<file path="config.mk">
export PLATFORM = sky130hd
export DESIGN_NAME = int_arbiter_flat
export DESIGN_NICKNAME = d
export VERILOG_FILES = /design/src/rtl/int_arbiter_if.sv /design/src/rtl/int_arbiter.sv /design/src/flat_wrapper.sv
export SDC_FILE = /design/constraint.sdc
export NUM_CORES = 1
export LEC_CHECK = 0
export ABC_AREA = 1
export CAP_MARGIN = 30
export CORE_MARGIN = 1
export CORE_UTILIZATION = 45
export CTS_CLUSTER_DIAMETER = 60
export DETAILED_ROUTE_END_ITERATION = 6
export HOLD_SLACK_MARGIN = 0.06
export PLACE_DENSITY = 0.75
export SLEW_MARGIN = 20
export SYNTH_ARGS = -nofsm -noshare
export SYNTH_HDL_FRONTEND = slang
export SYNTH_SLANG_ARGS = --single-unit
</file>
<file path="constraint.sdc">
create_clock -name clk -period 2.5 [get_ports clk]
set_input_delay 0.5 -clock clk [delete_from_list [all_inputs] [get_ports clk]]
set_output_delay 0.5 -clock clk [all_outputs]
set_load 0.03 [all_outputs]
</file>
<file path="src/rtl/int_arbiter_if.sv">
// ----------------------------------------------------------------------------
// int_arbiter_if
// CPU-side request/claim/complete handshake of the external interrupt arbiter.
//
// Signals:
//   g_interrupt   arbiter -> cpu  registered interrupt request
//   int_id        arbiter -> cpu  ID of the requested / in-service source
//   busy          arbiter -> cpu  arbiter is not idle
//   int_ack       cpu -> arbiter  one-cycle claim pulse (trap taken)
//   int_complete  cpu -> arbiter  one-cycle completion pulse (mret)
//
// Modports:
//   master  the arbiter (drives the request)
//   slave   the CPU trap logic (answers the request)
// ----------------------------------------------------------------------------
interface int_arbiter_if #(
    parameter int unsigned ID_W = 2
) ();
    logic            g_interrupt;
    logic [ID_W-1:0] int_id;
    logic            busy;
    logic            int_ack;
    logic            int_complete;

    modport master (
        output g_interrupt,
        output int_id,
        output busy,
        input  int_ack,
        input  int_complete
    );

    modport slave (
        input  g_interrupt,
        input  int_id,
        input  busy,
        output int_ack,
        output int_complete
    );
endinterface

</file>
<file path="src/rtl/int_arbiter.sv">
// ----------------------------------------------------------------------------
// int_arbiter
// Machine-external interrupt controller between the external interrupt pins
// and the CPU trap logic. Each source is synchronised (3 flops) and
// rising-edge detected into a pending bit. Pending sources that are enabled
// are arbitrated by fixed priority (lowest index wins) and presented to the
// CPU as one registered request plus source ID. A claim/complete handshake
// keeps exactly one external interrupt in service at a time.
//
// Parameters:
//   NUM_SRC  number of interrupt sources (1..8)
//   ID_W     width of int_id, NUM_SRC <= 2**ID_W
//   TIMEOUT  REQ cycles without a claim before the request is withdrawn
//            (only with INT_CLAIM_TIMEOUT_EN)
//
// Ports:
//   clk         system clock
//   rst_n       asynchronous active-low reset
//   int_src     raw level interrupt inputs, asynchronous to clk
//   src_enable  per-source enable mask
//   csr_meie    global machine external interrupt enable
//   pending     pending bits for CSR readback
//   cpu         handshake interface (master side): g_interrupt, int_id, busy
//               out; int_ack, int_complete in
//
// Build option:
//   INT_CLAIM_TIMEOUT_EN  when defined, a request left unclaimed for TIMEOUT
//                         REQ cycles is withdrawn and re-arbitrated.
// ----------------------------------------------------------------------------
module int_arbiter #(
    parameter int unsigned NUM_SRC = 4,
    parameter int unsigned ID_W    = 2,
    parameter int unsigned TIMEOUT = 255
) (
    input  logic               clk,
    input  logic               rst_n,
    input  logic [NUM_SRC-1:0] int_src,
    input  logic [NUM_SRC-1:0] src_enable,
    input  logic               csr_meie,
    output logic [NUM_SRC-1:0] pending,
    int_arbiter_if.master      cpu
);

    if (NUM_SRC < 1 || NUM_SRC > 8 || NUM_SRC > (32'd1 << ID_W) || TIMEOUT < 1)
    begin : gen_param_check
        $error("int_arbiter: unsupported NUM_SRC/ID_W/TIMEOUT combination");
    end

    typedef enum logic [1:0] {
        StIdle,
        StReq,
        StService
    } state_e;

    logic [NUM_SRC-1:0] sync1_q, sync2_q, sync3_q;
    logic [NUM_SRC-1:0] src_edge;
    logic [NUM_SRC-1:0] pending_q, pending_d;
    logic [NUM_SRC-1:0] eligible;
    logic [NUM_SRC-1:0] id_onehot;
    logic [NUM_SRC-1:0] clr_mask;
    logic [ID_W-1:0]    winner;
    logic               id_enabled;
    logic               claim;

    state_e             state_q;
    logic               g_int_q;
    logic [ID_W-1:0]    id_q;

`ifdef INT_CLAIM_TIMEOUT_EN
    localparam int unsigned CntW = ($clog2(TIMEOUT + 1) > 8) ? $clog2(TIMEOUT + 1) : 8;
    logic [CntW-1:0] cnt_q;
`endif

    // Input synchroniser; sync3 is only the previous value for edge detection.
    always_ff @(posedge clk or negedge rst_n) begin
        if (!rst_n) begin
            sync1_q <= '0;
            sync2_q <= '0;
            sync3_q <= '0;
        end else begin
            sync1_q <= int_src;
            sync2_q <= sync1_q;
            sync3_q <= sync2_q;
        end
    end

    assign src_edge = sync2_q & ~sync3_q;
    assign eligible = pending_q & src_enable;

    // Lowest index wins: scan from the top so the last hit is the lowest.
    always_comb begin
        winner = '0;
        for (int i = int'(NUM_SRC) - 1; i >= 0; i--) begin
            if (eligible[i]) begin
                winner = ID_W'(i);
            end
        end
    end

    always_comb begin
        id_onehot = '0;
        for (int i = 0; i < int'(NUM_SRC); i++) begin
            id_onehot[i] = (id_q == ID_W'(i));
        end
    end

    assign id_enabled = |(src_enable & id_onehot);
    assign claim      = (state_q == StReq) && cpu.int_ack;
    assign clr_mask   = claim ? id_onehot : '0;
    // A new edge on the claimed source must not be lost: set beats clear.
    assign pending_d  = (pending_q & ~clr_mask) | src_edge;

    always_ff @(posedge clk or negedge rst_n) begin
        if (!rst_n) begin
            pending_q <= '0;
        end else begin
            pending_q <= pending_d;
        end
    end

    always_ff @(posedge clk or negedge rst_n) begin
        if (!rst_n) begin
            state_q <= StIdle;
            g_int_q <= 1'b0;
            id_q    <= '0;
`ifdef INT_CLAIM_TIMEOUT_EN
            cnt_q   <= '0;
`endif
        end else begin
            case (state_q)
                StIdle: begin
                    if (csr_meie && (|eligible)) begin
                        id_q    <= winner;
                        g_int_q <= 1'b1;
                        state_q <= StReq;
`ifdef INT_CLAIM_TIMEOUT_EN
                        cnt_q   <= '0;
`endif
                    end
                end
                StReq: begin
                    // Claim wins over a same-cycle withdrawal.
                    if (cpu.int_ack) begin
                        g_int_q <= 1'b0;
                        state_q <= StService;
                    end else if (!csr_meie || !id_enabled) begin
                        g_int_q <= 1'b0;
                        state_q <= StIdle;
                    end
`ifdef INT_CLAIM_TIMEOUT_EN
                    else if (cnt_q == CntW'(TIMEOUT - 1)) begin
                        g_int_q <= 1'b0;
                        state_q <= StIdle;
                    end else begin
                        cnt_q <= cnt_q + CntW'(1);
                    end
`endif
                end
                StService: begin
                    if (cpu.int_complete) begin
                        state_q <= StIdle;
                    end
                end
                default: begin
                    g_int_q <= 1'b0;
                    state_q <= StIdle;
                end
            endcase
        end
    end

    assign cpu.g_interrupt = g_int_q;
    assign cpu.int_id      = id_q;
    assign cpu.busy        = (state_q != StIdle);
    assign pending         = pending_q;

endmodule
</file>
<file path="src/flat_wrapper.sv">
// flat-port wrapper written by rule: the top's interface ports become plain ports
module int_arbiter_flat 
#(
    parameter int unsigned NUM_SRC = 4,
    parameter int unsigned ID_W    = 2,
    parameter int unsigned TIMEOUT = 255
)
  (clk, rst_n, int_src, src_enable, csr_meie, pending, cpu_g_interrupt, cpu_int_id, cpu_busy, cpu_int_ack, cpu_int_complete);
  int_arbiter_if #(.ID_W(ID_W)) cpu_i ();
  input  logic clk;
  input  logic rst_n;
  input  logic [NUM_SRC-1:0] int_src;
  input  logic [NUM_SRC-1:0] src_enable;
  input  logic csr_meie;
  output logic [NUM_SRC-1:0] pending;
  output wire logic [$bits(cpu_i.g_interrupt)-1:0] cpu_g_interrupt;
  output wire logic [$bits(cpu_i.int_id)-1:0] cpu_int_id;
  output wire logic [$bits(cpu_i.busy)-1:0] cpu_busy;
  input wire logic [$bits(cpu_i.int_ack)-1:0] cpu_int_ack;
  input wire logic [$bits(cpu_i.int_complete)-1:0] cpu_int_complete;
  assign cpu_g_interrupt = cpu_i.g_interrupt;
  assign cpu_int_id = cpu_i.int_id;
  assign cpu_busy = cpu_i.busy;
  assign cpu_i.int_ack = cpu_int_ack;
  assign cpu_i.int_complete = cpu_int_complete;
  int_arbiter #(.NUM_SRC(NUM_SRC), .ID_W(ID_W), .TIMEOUT(TIMEOUT)) u_core (.clk(clk), .rst_n(rst_n), .int_src(int_src), .src_enable(src_enable), .csr_meie(csr_meie), .pending(pending), .cpu(cpu_i));
endmodule
</file>
-- Word level (Yosys, flattened, before mapping)
Index checks and enable logic that the tools add are counted.
- equal/unequal tests: 8
- muxes and demuxes: 14
- bitwise operators: 8
- reduce and logical (&&, ||, !) cells: 13
- operators with widths (cell ; number):
    $and 4x4->4 ; 4
    $mux 2 ; 8
    $not 4->4 ; 2
    $reduce_or 4->1 ; 2
    $eq 2x2->1 const B ; 3
    $pmux 2 s3 ; 1
    $reduce_and 3->1 ; 2
    $eq 2x1->1 const B ; 2
    $logic_not 2->1 ; 2
    $mux 4 ; 1
    $or 4x4->4 ; 1
    $mux 1 ; 3
    $ne 3x3->1 const B ; 1
    $pmux 1 s3 ; 1
    $logic_and 1x1->1 ; 2
    $logic_not 1->1 ; 2
    $ne 2x1->1 const B ; 1
    $ne 2x2->1 const B ; 1
    $reduce_and 2->1 ; 1
    $reduce_bool 2->1 ; 1
    $logic_or 1x1->1 ; 1
    $not 1->1 ; 1
- bits in registers: 21
- input port bits: 13
- output and inout port bits: 8

-- Longest topological paths before layout
- word-level depth: 8
- mapped depth: 7
- mapped depth without buffers: 7

-- Least setup slack after synthesis
OpenSTA, ideal clock, no wires.
- path kind: register -> register
- start point: register u_core.id_q[0], in the netlist u_core.cpu.int_id[0]
- end point: register u_core.g_int_q, in the netlist u_core.cpu.g_interrupt
- arrival: 1.101 ns
- required time: 2.369 ns
- path slack: 1.268 ns
- stages on the path, launching flop included: 8
- path buffers: 0
- period minus slack after synthesis: 1.232 ns
- cell sequence: dfrtp_1 > inv_2 > nand3_2 > nand2_1 > o21ai_2 > nand3_1 > nand2_1 > nand2_1
- cells in the longest elaborated chain, start to end: 7
- elaborated cells between the ends (all ways): 10
- ends and longest elaborated chain (item ; line ; RTL):
    start: declaration ; int_arbiter.sv:67 ; logic [ID_W-1:0] id_q;
    start signal: assignment ; int_arbiter.sv:133 ; id_q <= winner;
    $eq 2x1->1, or another cell as far along ; int_arbiter.sv:103 ; id_onehot[i] = (id_q == ID_W'(i));
    $and 4x4->4 (*) ; int_arbiter.sv:107 ; assign id_enabled = |(src_enable & id_onehot);
    $reduce_or 4->1 (*) ; int_arbiter.sv:107 ;
    $logic_not 1->1 (*) ; int_arbiter.sv:146 ; end else if (!csr_meie || !id_enabled) begin
    $logic_or 1x1->1 (*) ; int_arbiter.sv:146 ;
    $ne 3x3->1 (no source line) (*) ; n/a ;
    $reduce_and 3->1 (no source line) (*) ; n/a ;
    end signal: assignment ; int_arbiter.sv:144 ; g_int_q <= 1'b0;
    end signal: assignment ; int_arbiter.sv:147 ; g_int_q <= 1'b0;
    end signal: assignment ; int_arbiter.sv:165 ; g_int_q <= 1'b0;
    end: declaration ; int_arbiter.sv:66 ; logic g_int_q;
Mark *: on every way between the ends. The rest lies on a longest branch, timed or not.
A chain may end at the register's enable or synchronous reset.

-- Worst setup path after layout
- start point: register u_core.state_q[0]
- end point: output cpu_busy
- cells in the longest elaborated chain, start to end: 1
- ends and longest elaborated chain (item ; line ; RTL):
    start: declaration ; int_arbiter.sv:65 ; state_e state_q;
    start signal: assignment ; int_arbiter.sv:123 ; state_q <= StIdle;
    start signal: assignment ; int_arbiter.sv:135 ; state_q <= StReq;
    start signal: assignment ; int_arbiter.sv:145 ; state_q <= StService;
    $reduce_bool 2->1 ; int_arbiter.sv:174 ; assign cpu.busy = (state_q != StIdle);
    end: declaration ; flat_wrapper.sv:18 ; output wire logic [$bits(cpu_i.busy)-1:0] cpu_busy;
Every way passes these cells.

==> impl_metrics.toml <==
[cts]
ctsHoldBuffers = 0
clock_latency_ns = 0.29
cts_tree = "done"
cts-root-buf = "clkbuf_4"
post_cts_resized = 0
cts_max_path_buffers = 2
cts.sinks = 21
cts_made_buffers = 3
clkTransAtPathRegs_ns = 0.10
cts_max_level = 1
cts_setup_buffers = 0

[sta]
worstMarginPinSlew_ns = 0.3390
drv_slew = 0
finalCriticalPeriod_ns = 2.060
finalCritPeriodShare = 0.8242
fin_skew_ns = 0.0005140
max_freq_mhz = 485.3
rsz0062_at_grt = "no"
setup_tns_ns = 0
whs_ns = 0.3573
relSlewSlack = 0.7730
finalSetupViolCount = 0
hold_violations = 0

[cells_and_area]
drive_gt1_frac = 0.09375
area_growth_pct = 33.12
antenna_cells = 0
final_net_count = 110
fill_cells = 133

[global_route]
overflow = 0
grt_pass1_vias = 501
antenna_found_initial = 0
grt_pass1_wl_um = 2152
grt_usage = 0.1593
grt_max_degree = 22

[worst_setup_path]
cp.arrival_ns = 1.56
critPathCaptureType = "output pin"
critical_path_required_ns = 2.00
crit_type = "reg -> out"
critPathLaunchType = "flop"
reg2reg_depth = 7
worst-path-max-fanout = 4

[drt]
wl_per_cell_um = 11.43
dr.pass1.iters = 4
routed_wirelength_um = 1280
vias_per_cell = 4.982
vias = 558
drtIter0Drc = 14
postRouteAntennaNets = 0
route.detailed.drc = 0

[job]
max_cap_viol_count = 0

[synth]
yosys-top-cells-area = "dfrtp_1 69%, nand2_1 7.8%, o21ai_0 4.6%"
synth_area_per_cell_um2 = 10.80
yosysSeqAreaShare = 0.6852
synth_top_flop_cell = "dfrtp_1"
synth_area_um2 = 767.0
async_reset_ff_frac = 1.000
postSynthCellCount = 71
yosysMostFrequentCell = "dfrtp_1"
yosys.cell_types.count = 14
ys_top_cells_by_count = "21 x dfrtp_1, 16 x nand2_1, 7 x inv_1, 7 x o21ai_0, 6 x nand3_1"
synth_top_cell_by_area = "dfrtp_1"
synth_edf_count = 0
ys.warnings.count = 0
ys_ff_latch = 21
yosys.area.top_type_share = 0.6852
synthesis.nets = 84

[power_and_ir_drop]
ir_worst_vdd_mv = 0.5278
power_per_cell_area_nw_per_um2 = 968.0
power_leakage_nw = 0.4755

[status]
outcome = "completed"

[die]
dieArea_um2 = 1874
ios = 21
start_util = 0.4976
dieWidth_um = 43.29
die_y_um = 43.29
core-area_um2 = 1541
std_cell_rows = 14

[worst_hold_path]
hold_depth = 0
min_path_type = "reg -> reg"

[placement]
hpwl_um = 936.3
gp_congestion = 0.8527
port_buffers = 20
[registers in the layout, summed over array words and instances, names as in the netlist]
name,flops
u_core.state_q,2
u_core.sync2_q,4
u_core.sync3_q,4
u_core.pending,4
u_core.cpu.int_id,2
u_core.cpu.g_interrupt,1
u_core.sync1_q,4
[final cells by class]
cell class / count / area (um^2) / area share
flip-flops and latches: 21 / 525.5 / 0.5147
multi-input cells: 41 / 207.7 / 0.2034
repair buffers: 21 / 207.7 / 0.2034
inverters: 9 / 33.78 / 0.03309
clock buffers: 4 / 26.28 / 0.02574
well taps: 16 / 20.02 / 0.01961
[worst paths after layout]
check	startpoint	end	slack, ns
worst max-delay path	u_core.state_q[0]$_DFFE_PN0P_	cpu_busy	0.44
worst min-delay path	u_core.sync1_q[2]$_DFF_PN0_	u_core.sync2_q[2]$_DFF_PN0_	0.36
worst max register to register	u_core.cpu.int_id[0]$_DFFE_PN0P_	u_core.cpu.g_interrupt$_DFFE_PN0P_	1.30
worst min register to register	u_core.sync1_q[2]$_DFF_PN0_	u_core.sync2_q[2]$_DFF_PN0_	0.36
max in group asynchronous	rst_n	u_core.cpu.g_interrupt$_DFFE_PN0P_	1.76
min in group asynchronous	rst_n	u_core.sync3_q[2]$_DFF_PN0_	0.53
[cells in the final DEF (no fill, tap or decap)]
cell / instances
o21ai_0: 7
nand3_2: 1
o31ai_1: 4
buf_4: 1
a22oi_1: 1
o211ai_1: 1
nand3_1: 6
inv_2: 2
or2_2: 1
o21ai_2: 1
nor3_1: 1
dfrtp_1: 21
nor2_1: 2
clkbuf_4: 3
clkbuf_1: 1
clkdlybuf4s50_1: 20
nand2_1: 16
inv_1: 7
[cells by family (layout without fill, tap and decap cells)]
logic type	count (synthesis)	in the layout	share of synthesized area
buffers and inverters	9	34	0.04406
AND/OR/NAND/NOR	27	27	0.1550
flip-flops	21	21	0.6851
AO/OA/AOI/OAI	14	14	0.1158
[critical path, stage by stage (launching register included)]
cell and delay (ns):
dfrtp_1 0.42, nor2_1 0.18, inv_1 0.08, clkdlybuf4s50_1 0.59
[power breakdown]
group | leakage, nW | total, W | switching (W) | internal (W)
clock network | 0.0150 | 0.000152 | 0.0000899 | 0.0000621
logic | 0.221 | 0.000376 | 0.000221 | 0.000154
registers | 0.239 | 0.000461 | 0.0000606 | 0.000400
total | 0.475 | 0.000988 | 0.000372 | 0.000617
[routing by layer]
| layer | global-route usage | up-vias | wire length, um |
|---|---|---|---|
| met5 | 0 | - | 0 |
| met4 | 0.07273 | 0 | 26 |
| met3 | 0.03830 | 4 | 89 |
| met2 | 0.2239 | 23 | 517 |
| met1 | 0.2341 | 248 | 647 |
| li1 | - | 283 | - |
[metrics by stage]
step | total power, W | instances | area (um^2) | worst slack (ns) | util
detailed placement | 0.0008446 | 108 | 994.7 | 0.7617 | 0.6453
CTS | 0.001002 | 112 | 1021 | 0.4215 | 0.6623
floorplan | 0.0006828 | 71 | 767.0 | 1.268 | -
global placement | 0.0008440 | 108 | 994.7 | 0.7657 | 0.6453
global route | 0.001059 | 112 | 1021 | 0.3618 | 0.6623
finish | 0.0009883 | 112 | 1021 | 0.4396 | 0.6623
Note: power is estimated with default switching activity, not from simulation.
==> RTL change 1 (same flow settings) <==
The option `INT_CLAIM_TIMEOUT_EN` is turned on by a define.
--- a/src/rtl/int_arbiter.sv
+++ b/src/rtl/int_arbiter.sv
@@ -29,2 +29,4 @@
 // ----------------------------------------------------------------------------
+`define INT_CLAIM_TIMEOUT_EN
+
 module int_arbiter #(
Behaviour: no difference found for any inputs over 10 cycles, from zero or initial values and one cycle with rst_n low; that may be too few to reach the edited logic, so the function may still have changed.
==> RTL change 1 against the unedited design <==
  * Setup slack got worse by 0.11 ns
  * Combinational power rose by 22%
  * Global-route usage rose by 1.6 points
  * Largest cell class unchanged
  * Total power rose by 49%
  * Via count rose by 81%
  * Maximum frequency fell by 5.1%
  * Highest routed layer unchanged
  * Largest power group unchanged
  * Design area rose by 59%
  * Sequential cell count rose by 8
  * Synthesized cell count rose by 100%
  * Clock skew rose by 0.015 ns
  * Routed wire length rose by 80%
  * Utilization fell by 6.8 points
  * Sequential power rose by 33%
  * Area after synthesis rose by 68%
==> RTL change 1: results (changes against the unedited design) <==
The global-route wire length before repair came to 4.133 mm (was 2.152 mm). The post-synthesis adder-cell area fraction came out at 1.940% (was 0%). The final setup skew is 0.01511 ns (was 0.0005140 ns). The net switching fraction of the power came out at 35.78% (was 37.61%). The leakage power figure is 0.7464 nW (was 0.4755 nW).

The weighted congestion reported at the end of routability-driven placement came out at 0.7919 (was 0.8527). The detail-routed net length per standard cell is 11.42 um (was 11.43 um). The number of buffers inserted during clock tree synthesis is 5 (was 3). The placement-stage worst setup slack is 0.6724 ns (was 0.7617 ns). The placed wire-length estimate is 1.710 mm (was 936.3 um). The met3 wirelength from detailed routing is 73 um (was 89 um).

The number of library cell types mapped by synthesis is 21 (was 14). The synthesized instance count was 142 (was 71). The internal power contribution is 946.3 uW (was 616.6 uW). The compound-gate portion of the synthesized area is 9.408% (was 11.58%).

The maximum level of the CTS H-tree is 2 (was 1). The critical-path maximum fanout was 3 (was 4). The number of nets in the synthesized netlist came out at 157 (was 84). The filler cell count in the final layout is 226 (was 133). The number of DRC markers in iteration 0 came out at 33 (was 14). The post-synthesis share of cell area spent on xor and xnor gates was 0.6790% (was 0%). The cell count after placement came to 194 (was 108). Outcome: complete, no violations (unchanged). Top post-synthesis cells by area: sky130_fd_sc_hd__dfrtp_1 (56%), sky130_fd_sc_hd__nand2_1 (9.9%), sky130_fd_sc_hd__inv_1 (5.5%) (was sky130_fd_sc_hd__dfrtp_1 (69%), sky130_fd_sc_hd__nand2_1 (7.8%), sky130_fd_sc_hd__o21ai_0 (4.6%)). The layout cell share with drive strength beyond 1 came out at 12.87% (was 9.375%). The largest net degree at the start of global routing is 30 (was 22). The average via count per standard cell was 4.990 (was 4.982). The later-pin clock latency in the skew report is 0.33 ns (was 0.29 ns). Most used standard cells in the synthesized netlist: sky130_fd_sc_hd__nand2_1 (34), sky130_fd_sc_hd__dfrtp_1 (29), sky130_fd_sc_hd__inv_1 (19) (was sky130_fd_sc_hd__dfrtp_1 (21), sky130_fd_sc_hd__nand2_1 (16), sky130_fd_sc_hd__inv_1 (7), sky130_fd_sc_hd__o21ai_0 (7), sky130_fd_sc_hd__nand3_1 (6)).
-- RTL change 1: changes by cell type after synthesis, moves of 2 or more --
cell / change
sky130_fd_sc_hd__dfrtp_1: +8
sky130_fd_sc_hd__ha_1: +2
sky130_fd_sc_hd__inv_1: +12
sky130_fd_sc_hd__inv_2: +2
sky130_fd_sc_hd__nand2_1: +18
sky130_fd_sc_hd__nand2_2: +2
sky130_fd_sc_hd__nand3_1: +7
sky130_fd_sc_hd__nand3_4: +2
sky130_fd_sc_hd__nor2_1: +7
sky130_fd_sc_hd__nor3b_1: +2
sky130_fd_sc_hd__o21ai_1: +7
-- RTL change 1: metal layers --
| layer | vias up | global-route usage (%) |
|---|---|---|
| li1 | 506 | - |
| met4 | 0 | 6.429 |
| met1 | 484 | 21.53 |
| met3 | 2 | 7.026 |
| met5 | - | 0 |
| met2 | 16 | 27.88 |
-- RTL change 1: per-stage QoR --
stage	instance area (um^2)	hold WS (ns)	power [mW]
after floorplan	1290	0.2044	0.8971
after global placement	1536	0.3340	1.071
after detailed placement	1536	0.3397	1.079
after CTS	1625	0.3498	1.489
after global routing	1625	0.3435	1.562
final	1625	0.3546	1.474
-- RTL change 1: worst paths after layout --
kind	start	end	slack [ns]	depth (start not counted)
worst max-delay path	u_core.state_q[1]$_DFFE_PN0P_	cpu_busy	0.33	3
worst min-delay path	u_core.sync1_q[0]$_DFF_PN0_	u_core.sync2_q[0]$_DFF_PN0_	0.35	0
worst max register to register	u_core.cnt_q[0]$_DFFE_PN0P_	u_core.cnt_q[6]$_DFFE_PN0P_	0.99	9
worst min register to register	u_core.sync1_q[0]$_DFF_PN0_	u_core.sync2_q[0]$_DFF_PN0_	0.35	0
max in group asynchronous	rst_n	u_core.cnt_q[7]$_DFFE_PN0P_	1.68	2
min in group asynchronous	rst_n	u_core.sync3_q[3]$_DFF_PN0_	0.54	2
-- RTL change 1: area by class of cell --
cell class	count	area share, %
Tap cell	31	2.386
Timing Repair Buffer	21	12.78
Clock buffer	6	3.156
Inverter	23	5.312
Sequential cell	29	44.65
Clock inverter	2	2.309
Multi-Input combinational cell	90	29.41
-- RTL change 1: kinds of logic (layout without fill, tap and decap cells) --
| kind of cell | after synthesis | count (layout) |
|---|---|---|
| DFF | 29 | 29 |
| buffers and inverters | 23 | 52 |
| xor gates and xnor gates | 1 | 1 |
| and+or+nand+nor | 66 | 66 |
| AOI/OAI and AO/OA | 21 | 21 |
| adders and majority gates | 2 | 2 |
-- RTL change 1: power groups by stage --
stage          combinational (mW)  clock (mW)  sequential [mW]
2_1_floorplan               0.217           0            0.680
3_3_place_gp                0.454           0            0.616
3_5_place_dp                0.459           0            0.620
4_1_cts                     0.464       0.416            0.610
5_1_grt                     0.501       0.441            0.620
6_report                    0.460       0.402            0.611
==> RTL change 2 (same settings) <==
Made on the original files. Re-encode `state_e` (3 states) as one-hot, 3 bits wide.
--- a/src/rtl/int_arbiter.sv
+++ b/src/rtl/int_arbiter.sv
@@ -48,6 +48,6 @@
 
-    typedef enum logic [1:0] {
-        StIdle,
-        StReq,
-        StService
+    typedef enum logic [2:0] {
+        StIdle    = 3'b001,
+        StReq     = 3'b010,
+        StService = 3'b100
     } state_e;
Formal check against the unedited RTL: no difference found for any inputs over 10 cycles, from zero or initial values and one cycle with rst_n low; not proved beyond that.
==> RTL change 2 against the unedited design <==
  * Design area is 12% higher
  * Combinational power is 8.0% higher
  * Sequential cell count is 1 higher
  * Clock skew is 0.010 ns higher
  * Synthesized cell count is 14% higher
  * Setup slack worse by 0.21 ns
  * Area after synthesis is 10% higher
  * Register-to-register slack worse by 0.20 ns
  * Largest power group unchanged
  * Routed wire length is 20% higher
  * Non-clock buffer count stayed put
  * Total power is 17% higher
  * Cell count is 17% higher
  * Via count is 16% higher
==> RTL change 2: results (changes against the unedited design) <==
The layout cell share with drive strength beyond 1 is 12.26% (was 9.375%). The largest net degree at the start of global routing is 15 (was 22). Top post-synthesis cells by area: sky130_fd_sc_hd__dfrtp_1 (62%), sky130_fd_sc_hd__nand2_1 (7.5%), sky130_fd_sc_hd__inv_1 (5.8%) (was sky130_fd_sc_hd__dfrtp_1 (69%), sky130_fd_sc_hd__nand2_1 (7.8%), sky130_fd_sc_hd__o21ai_0 (4.6%)). The share of Yosys cell area claimed by the top area cell type is 62.04% (was 68.52%).

The final setup skew is 0.01081 ns (was 0.0005140 ns). The busiest layer in global routing is met2 (was met1). The number of nets in the synthesized netlist was 94 (was 84). The placed wire-length estimate is 1.215 mm (was 936.3 um). The met3 track demand over resource is 3.571% (was 3.830%).

The reg-to-reg critical path startpoint is u_core.state_q[0]$_DFFE_PN1P_ (was u_core.cpu.int_id[0]$_DFFE_PN0P_). The total routing usage reported by global routing came out at 18.08% (was 15.93%). The clock-cell share of area is 4.615% (was 2.574%). The filler cell count in the final layout was 143 (was 133). The measured slew at the worst slew-check pin came out at 0.6204 ns (was 0.3390 ns).

The detail-routed net length per standard cell is 11.70 um (was 11.43 um). The met2 demand-to-capacity share in global routing came out at 29.43% (was 22.39%). The number of library cell types mapped by synthesis was 17 (was 14). The worst ir drop on vdd is 580.1 uV (was 527.8 uV). The register area share after synthesis came out at 65.14% (was 68.52%). The clock transition at the registers of the reported paths is 0.12 ns (was 0.10 ns).

Outcome: complete, no violations (unchanged). The leakage power figure came out at 0.5413 nW (was 0.4755 nW). The number of DRC markers in iteration 0 is 12 (was 14). The weighted congestion reported at the end of routability-driven placement was 0.7830 (was 0.8527).

Most used standard cells in the synthesized netlist: sky130_fd_sc_hd__dfrtp_1 (21), sky130_fd_sc_hd__nand2_1 (17), sky130_fd_sc_hd__inv_1 (13) (was sky130_fd_sc_hd__dfrtp_1 (21), sky130_fd_sc_hd__nand2_1 (16), sky130_fd_sc_hd__inv_1 (7), sky130_fd_sc_hd__o21ai_0 (7), sky130_fd_sc_hd__nand3_1 (6)). The layout multi-input combinational cell count is 45 (was 41). The via count of the first global-routing pass came out at 607 (was 501). The multi-input combinational area share is 21.32% (was 20.34%). The non-clock inverter total of the final layout came to 14 (was 9).
## RTL change 2: power by group
part	switching, mW	internal (mW)
sequential	0.0627	0.422
combinational	0.240	0.166
clock	0.101	0.162
## RTL change 2: worst max-delay path by stage
stage | end | depth (start not counted) | startpoint
final | cpu_busy | 4 | u_core.state_q[0]$_DFFE_PN1P_
after global routing | cpu_busy | 4 | u_core.state_q[0]$_DFFE_PN1P_
after CTS | cpu_busy | 4 | u_core.state_q[0]$_DFFE_PN1P_
after detailed placement | cpu_busy | 4 | u_core.state_q[0]$_DFFE_PN1P_
after global placement | cpu_busy | 4 | u_core.state_q[0]$_DFFE_PN1P_
after floorplan | u_core.cpu.int_id[0]$_DFFE_PN0P_ | 6 | u_core.state_q[0]$_DFFE_PN1P_
## RTL change 2: layer usage
layer / vias up / wire [um]
met5: - / 0
met4: 0 / 10
met3: 2 / 41
met2: 11 / 776
met1: 321 / 704
li1: 313 / -
## RTL change 2: through the flow
step           area, um^2  power, mW  instances  setup WS [ns]  hold slack [ns]
2_1_floorplan       847.1     0.7346         81          1.119           0.2044
3_3_place_gp         1086     0.8828        127         0.6232           0.3328
6_report             1139      1.154        131         0.2321           0.3638
4_1_cts              1139      1.165        131         0.2194           0.3678
5_1_grt              1139      1.222        131         0.1487           0.3709
3_5_place_dp         1086     0.8992        127         0.5789           0.3355
## RTL change 2: logic make-up (layout without fill, tap and decap cells)
group,Yosys count,after routing
flip-flops,22,22
buffers and inverters,14,39
AO/OA/AOI/OAI,14,14
AND/OR/NAND/NOR,31,31
